$ cat src/rtl/pipe_hazard_ctrl.sv
// Stall/flush sequencer for the 6-stage F/D/E/M1/M2/WB pipeline: load-use interlock,
// data-memory freeze, branch/mret redirect and interrupt entry via a drain of E/M1/M2.
module pipe_hazard_ctrl #(
    parameter int MEM_TIMEOUT = 256,
    parameter int CNT_W       = 32
) (
    input  logic             clk,
    input  logic             nrst,
    input  logic [4:0]       d_rs1,
    input  logic [4:0]       d_rs2,
    input  logic             d_use_rs1,
    input  logic             d_use_rs2,
    input  logic             e_valid,
    input  logic             e_is_load,
    input  logic [4:0]       e_rd,
    input  logic             e_br_taken,
    input  logic             e_mret,
    input  logic             m1_valid,
    input  logic             m1_is_load,
    input  logic [4:0]       m1_rd,
    input  logic             m1_mem_req,
    input  logic             dmem_ready,
    input  logic             m2_valid,
    input  logic             irq_req,
    output logic             stall_pc,
    output logic             stall_fd,
    output logic             stall_de,
    output logic             stall_em1,
    output logic             flush_fd,
    output logic             flush_de,
    output logic             flush_em1,
    output logic             flush_m1m2,
    output logic [1:0]       pc_sel,
    output logic             irq_ack,
    output logic             mem_timeout,
    output logic [CNT_W-1:0] perf_stall_cnt
);

    localparam int WAIT_W = $clog2(MEM_TIMEOUT + 1);

    localparam logic [1:0] PC_SEQ  = 2'd0;
    localparam logic [1:0] PC_BR   = 2'd1;
    localparam logic [1:0] PC_TRAP = 2'd2;
    localparam logic [1:0] PC_EPC  = 2'd3;

    typedef enum logic [1:0] {
        ST_RUN,
        ST_DRAIN,
        ST_TRAP_JMP
    } state_e;

    state_e             state_q, state_d;
    logic [WAIT_W-1:0]  wait_cnt_q, wait_cnt_d;
    logic [CNT_W-1:0]   perf_q, perf_d;

    logic       freeze;
    logic       load_use;
    logic       pipe_empty;
    logic       stall_pc_c, stall_fd_c, stall_de_c, stall_em1_c;
    logic       flush_fd_c, flush_de_c, flush_em1_c, flush_m1m2_c;
    logic [1:0] pc_sel_c;
    logic       irq_ack_c;
    logic       mem_timeout_c;

    function automatic logic hit(input logic [4:0] r);
        return (e_valid  && e_is_load  && (e_rd  == r)) ||
               (m1_valid && m1_is_load && (m1_rd == r));
    endfunction

    assign freeze     = m1_mem_req && !dmem_ready;
    assign load_use   = (d_use_rs1 && (d_rs1 != 5'd0) && hit(d_rs1)) ||
                        (d_use_rs2 && (d_rs2 != 5'd0) && hit(d_rs2));
    assign pipe_empty = !(e_valid || m1_valid || m2_valid);

    // NOTE: every signal gets a default before the case so no path leaves it unassigned (no latches).
    always_comb begin
        state_d      = state_q;
        stall_pc_c   = 1'b0;
        stall_fd_c   = 1'b0;
        stall_de_c   = 1'b0;
        stall_em1_c  = 1'b0;
        flush_fd_c   = 1'b0;
        flush_de_c   = 1'b0;
        flush_em1_c  = 1'b0;
        flush_m1m2_c = 1'b0;
        pc_sel_c     = PC_SEQ;
        irq_ack_c    = 1'b0;

        if (freeze) begin
            // Hold everything up to M1; M2 advances and gets a bubble behind it.
            stall_pc_c   = 1'b1;
            stall_fd_c   = 1'b1;
            stall_de_c   = 1'b1;
            stall_em1_c  = 1'b1;
            flush_m1m2_c = 1'b1;
        end else begin
            unique case (state_q)
                ST_RUN: begin
                    if (e_br_taken || e_mret) begin
                        flush_fd_c = 1'b1;
                        flush_de_c = 1'b1;
                        pc_sel_c   = e_br_taken ? PC_BR : PC_EPC;
                    end else if (irq_req) begin
                        stall_pc_c = 1'b1;
                        stall_fd_c = 1'b1;
                        flush_de_c = 1'b1;
                        state_d    = ST_DRAIN;
                    end else if (load_use) begin
                        stall_pc_c = 1'b1;
                        stall_fd_c = 1'b1;
                        flush_de_c = 1'b1;
                    end
                end
                ST_DRAIN: begin
                    stall_pc_c = 1'b1;
                    stall_fd_c = 1'b1;
                    flush_de_c = 1'b1;
                    if (pipe_empty) state_d = ST_TRAP_JMP;
                end
                ST_TRAP_JMP: begin
                    pc_sel_c   = PC_TRAP;
                    irq_ack_c  = 1'b1;
                    flush_fd_c = 1'b1;
                    flush_de_c = 1'b1;
                    state_d    = ST_RUN;
                end
                default: state_d = ST_RUN;
            endcase
        end
    end

    always_comb begin
        wait_cnt_d = '0;
        if (freeze) begin
            wait_cnt_d = (wait_cnt_q == WAIT_W'(MEM_TIMEOUT)) ? wait_cnt_q : wait_cnt_q + 1'b1;
        end
        mem_timeout_c = freeze && (wait_cnt_q == WAIT_W'(MEM_TIMEOUT - 1));

        perf_d = perf_q;
        if (stall_pc_c && (perf_q != {CNT_W{1'b1}})) perf_d = perf_q + 1'b1;
    end

    // NOTE: sequential state uses non-blocking assignments so all registers update together.
    always_ff @(posedge clk or negedge nrst) begin
        if (!nrst) begin
            state_q    <= ST_RUN;
            wait_cnt_q <= '0;
            perf_q     <= '0;
        end else begin
            state_q    <= state_d;
            wait_cnt_q <= wait_cnt_d;
            perf_q     <= perf_d;
        end
    end

    // Outputs are forced low while reset is held, independent of the inputs.
    assign stall_pc       = nrst && stall_pc_c;
    assign stall_fd       = nrst && stall_fd_c;
    assign stall_de       = nrst && stall_de_c;
    assign stall_em1      = nrst && stall_em1_c;
    assign flush_fd       = nrst && flush_fd_c;
    assign flush_de       = nrst && flush_de_c;
    assign flush_em1      = nrst && flush_em1_c;
    assign flush_m1m2     = nrst && flush_m1m2_c;
    assign pc_sel         = nrst ? pc_sel_c : PC_SEQ;
    assign irq_ack        = nrst && irq_ack_c;
    assign mem_timeout    = nrst && mem_timeout_c;
    assign perf_stall_cnt = perf_q;

endmodule

$ cat config.mk
export PLATFORM = sky130hd
export DESIGN_NAME = pipe_hazard_ctrl
export DESIGN_NICKNAME = d
export VERILOG_FILES = /design/src/rtl/pipe_hazard_ctrl.sv
export SDC_FILE = /design/constraint.sdc
export NUM_CORES = 1
export LEC_CHECK = 0
export CORE_UTILIZATION = 35
export DETAILED_ROUTE_END_ITERATION = 6
export SYNTH_ARGS = -nofsm -noshare
export SYNTH_HDL_FRONTEND = slang
export SYNTH_SLANG_ARGS = --single-unit
export TNS_END_PERCENT = 1
$ cat constraint.sdc
create_clock -name clk -period 7.9 [get_ports clk]
set_clock_uncertainty 0.05 [all_clocks]
set_input_delay 1.58 -clock clk [delete_from_list [all_inputs] [get_ports clk]]
set_output_delay 1.58 -clock clk [all_outputs]
set_load 0.05 [all_outputs]
-- Word level (Yosys, flattened, before mapping)
Cells that the tools add are included.
- add/subtract/negate cells: 2
- eq/ne operators: 13
- multiplexer cells: 25
- bitwise gates (word level): 1
- reductions and logical operators: 31
- operator list (kind ; number):
    adder 32 x 1 -> 32 bit, second input constant ; 1
    inequality test 32 bit, second input constant ; 1
    == test 5 bit ; 4
    logical AND 1 bit ; 19
    2-to-1 mux 9 bit ; 2
    2-to-1 mux 2 bit ; 7
    2-to-1 mux 1 bit ; 11
    nonzero test 5 bit ; 2
    adder 9 x 1 -> 9 bit, second input constant ; 1
    == test 9 x 8 -> 1 bit, second input constant ; 1
    == test 9 bit, second input constant ; 1
    inequality test 2 bit, second input constant ; 4
    one-hot mux 2 bit (2 select lines) ; 2
    logical OR 1 bit ; 6
    one-hot mux 1 bit (2 select lines) ; 3
    AND reduction 4 bit ; 1
    == test 2 x 1 -> 1 bit, second input constant ; 1
    == test 2 bit, second input constant ; 1
    logical NOT 2 bit ; 1
    OR reduction 2 bit ; 1
    logical NOT 1 bit ; 1
    NOT 1 bit ; 1
- register bits after elaboration: 43
- input bits: 34
- output and inout bits: 44
- logic and storage cells: 75

-- Depth between registers and ports, before layout
- depth after elaboration: 11
- gate-level depth with buffers: 10
- depth with buffers taken out: 8

-- Worst setup path before layout
OpenSTA, ideal clock, no wires.
- path type: input to output
- start: input d_rs2[1]
- end: output stall_pc
- data arrival time: 3.654 ns
- data required time: 6.270 ns
- path slack: 2.616 ns
- stages on the path: 6
- buffers on the path: 1
- cell sequence: or4_1 > o21a_1 > a221o_1 > a311oi_4 > and2b_1 > buf_4
- cells in the longest elaborated chain, start to end: 11
- elaborated cells on any way between the ends: 15
- those cells by class: 2 x eq/ne; 5 x mux; 8 x reduce/logical
- RTL lines (item ; RTL line ; source):
    start, declared ; 10 ; input logic [4:0] d_rs2,
    == test 5 bit (on tied branches) ; 66, 67 ;
    logical AND 1 bit (on tied branches) ; 66, 67 ;
    logical OR 1 bit ; 66 ; return (e_valid && e_is_load && (e_rd == r)) ||
    logical AND 1 bit (*) ; 72 ; (d_use_rs2 && (d_rs2 != 5'd0) && hit(d_rs2));
    logical OR 1 bit (*) ; 71 ; assign load_use = (d_use_rs1 && (d_rs1 != 5'd0) && hit(d_rs1)) ||
    2-to-1 mux 1 bit (*) (3 in a row) ; -- ;
    one-hot mux 1 bit (2 select lines) (*) ; -- ;
    2-to-1 mux 1 bit (*) ; -- ;
    logical AND 1 bit (*) ; -- ;
    end, declared ; 25 ; output logic stall_pc,
Every way passes the cells marked *; elsewhere a longest branch is shown, timed or not.

-- Worst setup path after layout
- start: input d_rs2[1]
- end: output stall_pc
- cells in the longest elaborated chain, start to end: 11
- elaborated cells on any way between the ends: 15
- those cells by class: 2 x eq/ne; 5 x mux; 8 x reduce/logical
- RTL lines (item ; RTL line ; source):
    == test 5 bit (on tied branches) ; 66, 67 ;
    logical AND 1 bit (on tied branches) ; 66, 67 ;
    logical OR 1 bit ; 66 ;
    logical AND 1 bit (*) ; 72 ;
    logical OR 1 bit (*) ; 71 ;
    2-to-1 mux 1 bit (*) ; 108 ; end else if (load_use) begin
    2-to-1 mux 1 bit (*) ; 103 ; end else if (irq_req) begin
    2-to-1 mux 1 bit (*) ; 99 ; if (e_br_taken || e_mret) begin
    one-hot mux 1 bit (2 select lines) (*) ; 97 ; unique case (state_q)
    2-to-1 mux 1 bit (*) ; 89 ; if (freeze) begin
    logical AND 1 bit (*) ; 157 ; assign stall_pc = nrst && stall_pc_c;
Marks and branches as above.

==> results.py <==
metrics = {
    "outcome": {
        "status": "complete, no violations",
    },
    "yosys": {
        "synthesis.area_sq_um": 2490,
        "ys_types": 39,
        "synth_fp_nets": 292,
        "synth-async-reset-ratio_pct": 100,
        "ys_ff_latch": 43,
        "avgSynthCellArea_sq_um": 9.97,
        "syn_inst": 250,
        "synth_edf_count": 0,
        "synthFlopType": "dfrtp_1",
        "yosys_warnings": 0,
        "ys_seq_area_share_pct": 43.2,
    },
    "sta": {
        "rsz0062_at_grt": "no",
        "final.period_utilization_pct": 78.4,
        "max_freq_mhz": 161,
        "max_slew.worst_pin.slew_ps": 1010,
        "slew_viol_final": 0,
        "min_period_ps": 6190,
        "hold_violations": 0,
        "setup_violations": 0,
        "slew_headroom_pct": 32.1,
        "setup_tns_ps": 0,
    },
    "job": {
        "max-cap-violations": 0,
    },
    "worst_setup_path": {
        "cp_cell_sequence": "clkdlybuf4s50_1 -> or4_1 -> o21a_1 -> a221o_1 -> a311oi_4 -> and2b_1 -> clkdlybuf4s50_1",
        "critPathLaunchType": "input pin",
        "max_stage_delay_ps": 690,
        "path_class": "in -> out",
        "critPathTopFamily": "buffers and inverters",
        "reg2reg_slack_ps": 5210,
        "critPathRequiredTime_ps": 6270,
        "arrival_ps": 4560,
        "critPathMostFrequentCell": "clkdlybuf4s50_1",
        "timing.critical_path.slowest_stage_cell": "clkdlybuf4s50_1",
        "cp.buffers_inverters": 2,
        "end_kind": "output pin",
        "crit_path_max_fanout": 6,
    },
    "drt": {
        "vias": 2025,
        "top_layer_used": "met4",
        "drc_errors": 0,
        "first_iter_violations": 66,
        "ant_nets": 0,
        "dr_wl_met2_mm": 2.51,
        "wl_mm": 5.45,
        "first_pass_iters": 4,
        "drt-wirelength-per-cell_um": 12.9,
        "wl_met3_um": 382,
        "wl_met1_mm": 2.48,
        "via_per_inst": 4.79,
    },
    "grt": {
        "grt_usage_pct": 15.7,
        "grt_pass1_wl_mm": 9.12,
        "grt_max_degree": 28,
        "overflow": 0,
        "grt_pass1_vias": 1985,
        "antenna_found_initial": 0,
    },
    "layout": {
        "final_cell_mix": "clkdlybuf4s50_1, xnor2_1, dfrtp_1, nand3_1, nor2_1",
        "final_common_cell": "clkdlybuf4s50_1",
        "nNetsFinal": 368,
        "multi_input_area_sq_um": 1330,
        "final_area_sq_um": 3400,
        "antenna_cells": 0,
        "syn2layout_area_growth_pct": 36.5,
        "fillerInstances": 657,
        "fin_util_pct": 49.8,
        "instances_no_fill": 423,
        "drive_above_1_share_pct": 5.50,
        "regArea_sq_um": 1080,
    },
    "clocking": {
        "htree_num_levels": 2,
        "cts_hold_buf": 0,
        "cts_sinks": 43,
        "postCtsResizedCells": 0,
        "root_buffer": "clkbuf_8",
        "cts_tree": "done",
        "cts_buffers": 5,
        "clk-insertion-delay-late_ps": 290,
        "post_cts_buffers": 0,
        "clk_pin_slew_ps": 80,
        "cts_buffer_depth": 2,
    },
    "placement": {
        "dpl-instance-area_sq_um": 3320,
        "portBuffers": 76,
        "dp.cells": 415,
        "hpwl_mm": 4.27,
        "place_congestion": 0.799,
    },
    "floorplanning": {
        "start_util_pct": 36.5,
        "die_y_um": 86.4,
        "dieArea_sq_um": 7460,
        "dieWidth_um": 86.4,
        "rows": 30,
        "coreArea_sq_um": 6830,
        "ios": 78,
    },
    "power": {
        "peakVddDrop_mv": 0.0999,
        "p_leak_nw": 1.38,
        "p_per_area_nw_per_um2": 221,
    },
    "min_path": {
        "hold_class": "reg -> reg",
    },
}
-- flip-flops by register name, indices dropped and copies added (netlist names) --
| name | count |
|---|---|
| state_q | 2 |
| perf_stall_cnt | 32 |
| wait_cnt_q | 9 |
-- cells by family (layout without fill, tap and decap cells) --
kind of cell             count (synthesis)  count (layout)  synth area share [%]
flip-flops                              43              43                  43.2
AO/OA/AOI/OAI                           13              13                  4.12
multiplexers                             3               3                  1.36
other                                    1               1                 0.150
XOR/XNOR                                56              56                  19.7
adder cells (fa/ha/maj)                  8               8                  4.02
buffers and inverters                   15              92                  3.36
AND/OR/NAND/NOR                        111             111                  24.1
-- worst paths after layout --
check / cells after the start / startpoint / end
max: 7 / d_rs2[1] / stall_pc
min in group asynchronous: 1 / nrst / perf_stall_cnt[16]$_DFFE_PN0P_
max reg2reg: 8 / perf_stall_cnt[15]$_DFFE_PN0P_ / perf_stall_cnt[29]$_DFFE_PN0P_
min reg2reg: 1 / perf_stall_cnt[10]$_DFFE_PN0P_ / perf_stall_cnt[10]$_DFFE_PN0P_
min: 1 / perf_stall_cnt[10]$_DFFE_PN0P_ / perf_stall_cnt[10]$_DFFE_PN0P_
max in group asynchronous: 2 / nrst / perf_stall_cnt[0]$_DFFE_PN0P_
-- per-layer routing --
layer | vias up | track usage [%]
li1 | 1011 | -
met1 | 942 | 19.3
met2 | 65 | 25.9
met3 | 7 | 4.95
met4 | 0 | 5.30
met5 | - | 0
-- cell usage after synthesis (all sizes together), types with 5 or more instances --
cell | count | area share [%]
xnor2 | 43 | 15
ha | 8 | 4.0
a21oi | 5 | 1.0
and3 | 12 | 3.0
xor2 | 13 | 4.6
buf | 7 | 2.2
nand2 | 17 | 2.6
nor3 | 9 | 2.2
nor2 | 19 | 2.9
nand3 | 21 | 4.4
dfrtp | 43 | 43
nand4 | 12 | 3.3
inv | 7 | 1.1
-- cell type report --
class,instances,share of cell area (%)
multi-input combinational,192,39.2
sequential,43,31.6
timing repair buffer,77,22.4
tap,96,3.53
clock buffer,6,2.13
inverter,7,0.772
clock inverter,2,0.368
-- worst register-to-register path: cells and delay by family (launching register included) --
kind	cells	cell delay, ps
flip-flops	1	460
XOR/XNOR	1	170
AND/OR/NAND/NOR	7	1900
-- metrics by stage --
stage	hold WS [ps]	power (W)	setup slack, ps
5_1_grt	458	0.000792	1610
3_3_place_gp	426	0.000621	1730
4_1_cts	443	0.000760	1680
6_report	432	0.000751	1710
2_1_floorplan	462	0.000513	2620
3_5_place_dp	430	0.000623	1690
-- report_power, final --
part / switching (W) / internal, W
clock network: 0.0000739 / 0.0000618
registers: 0.0000323 / 0.000247
logic: 0.000212 / 0.000124
Note: power is estimated with default switching activity, not from simulation.
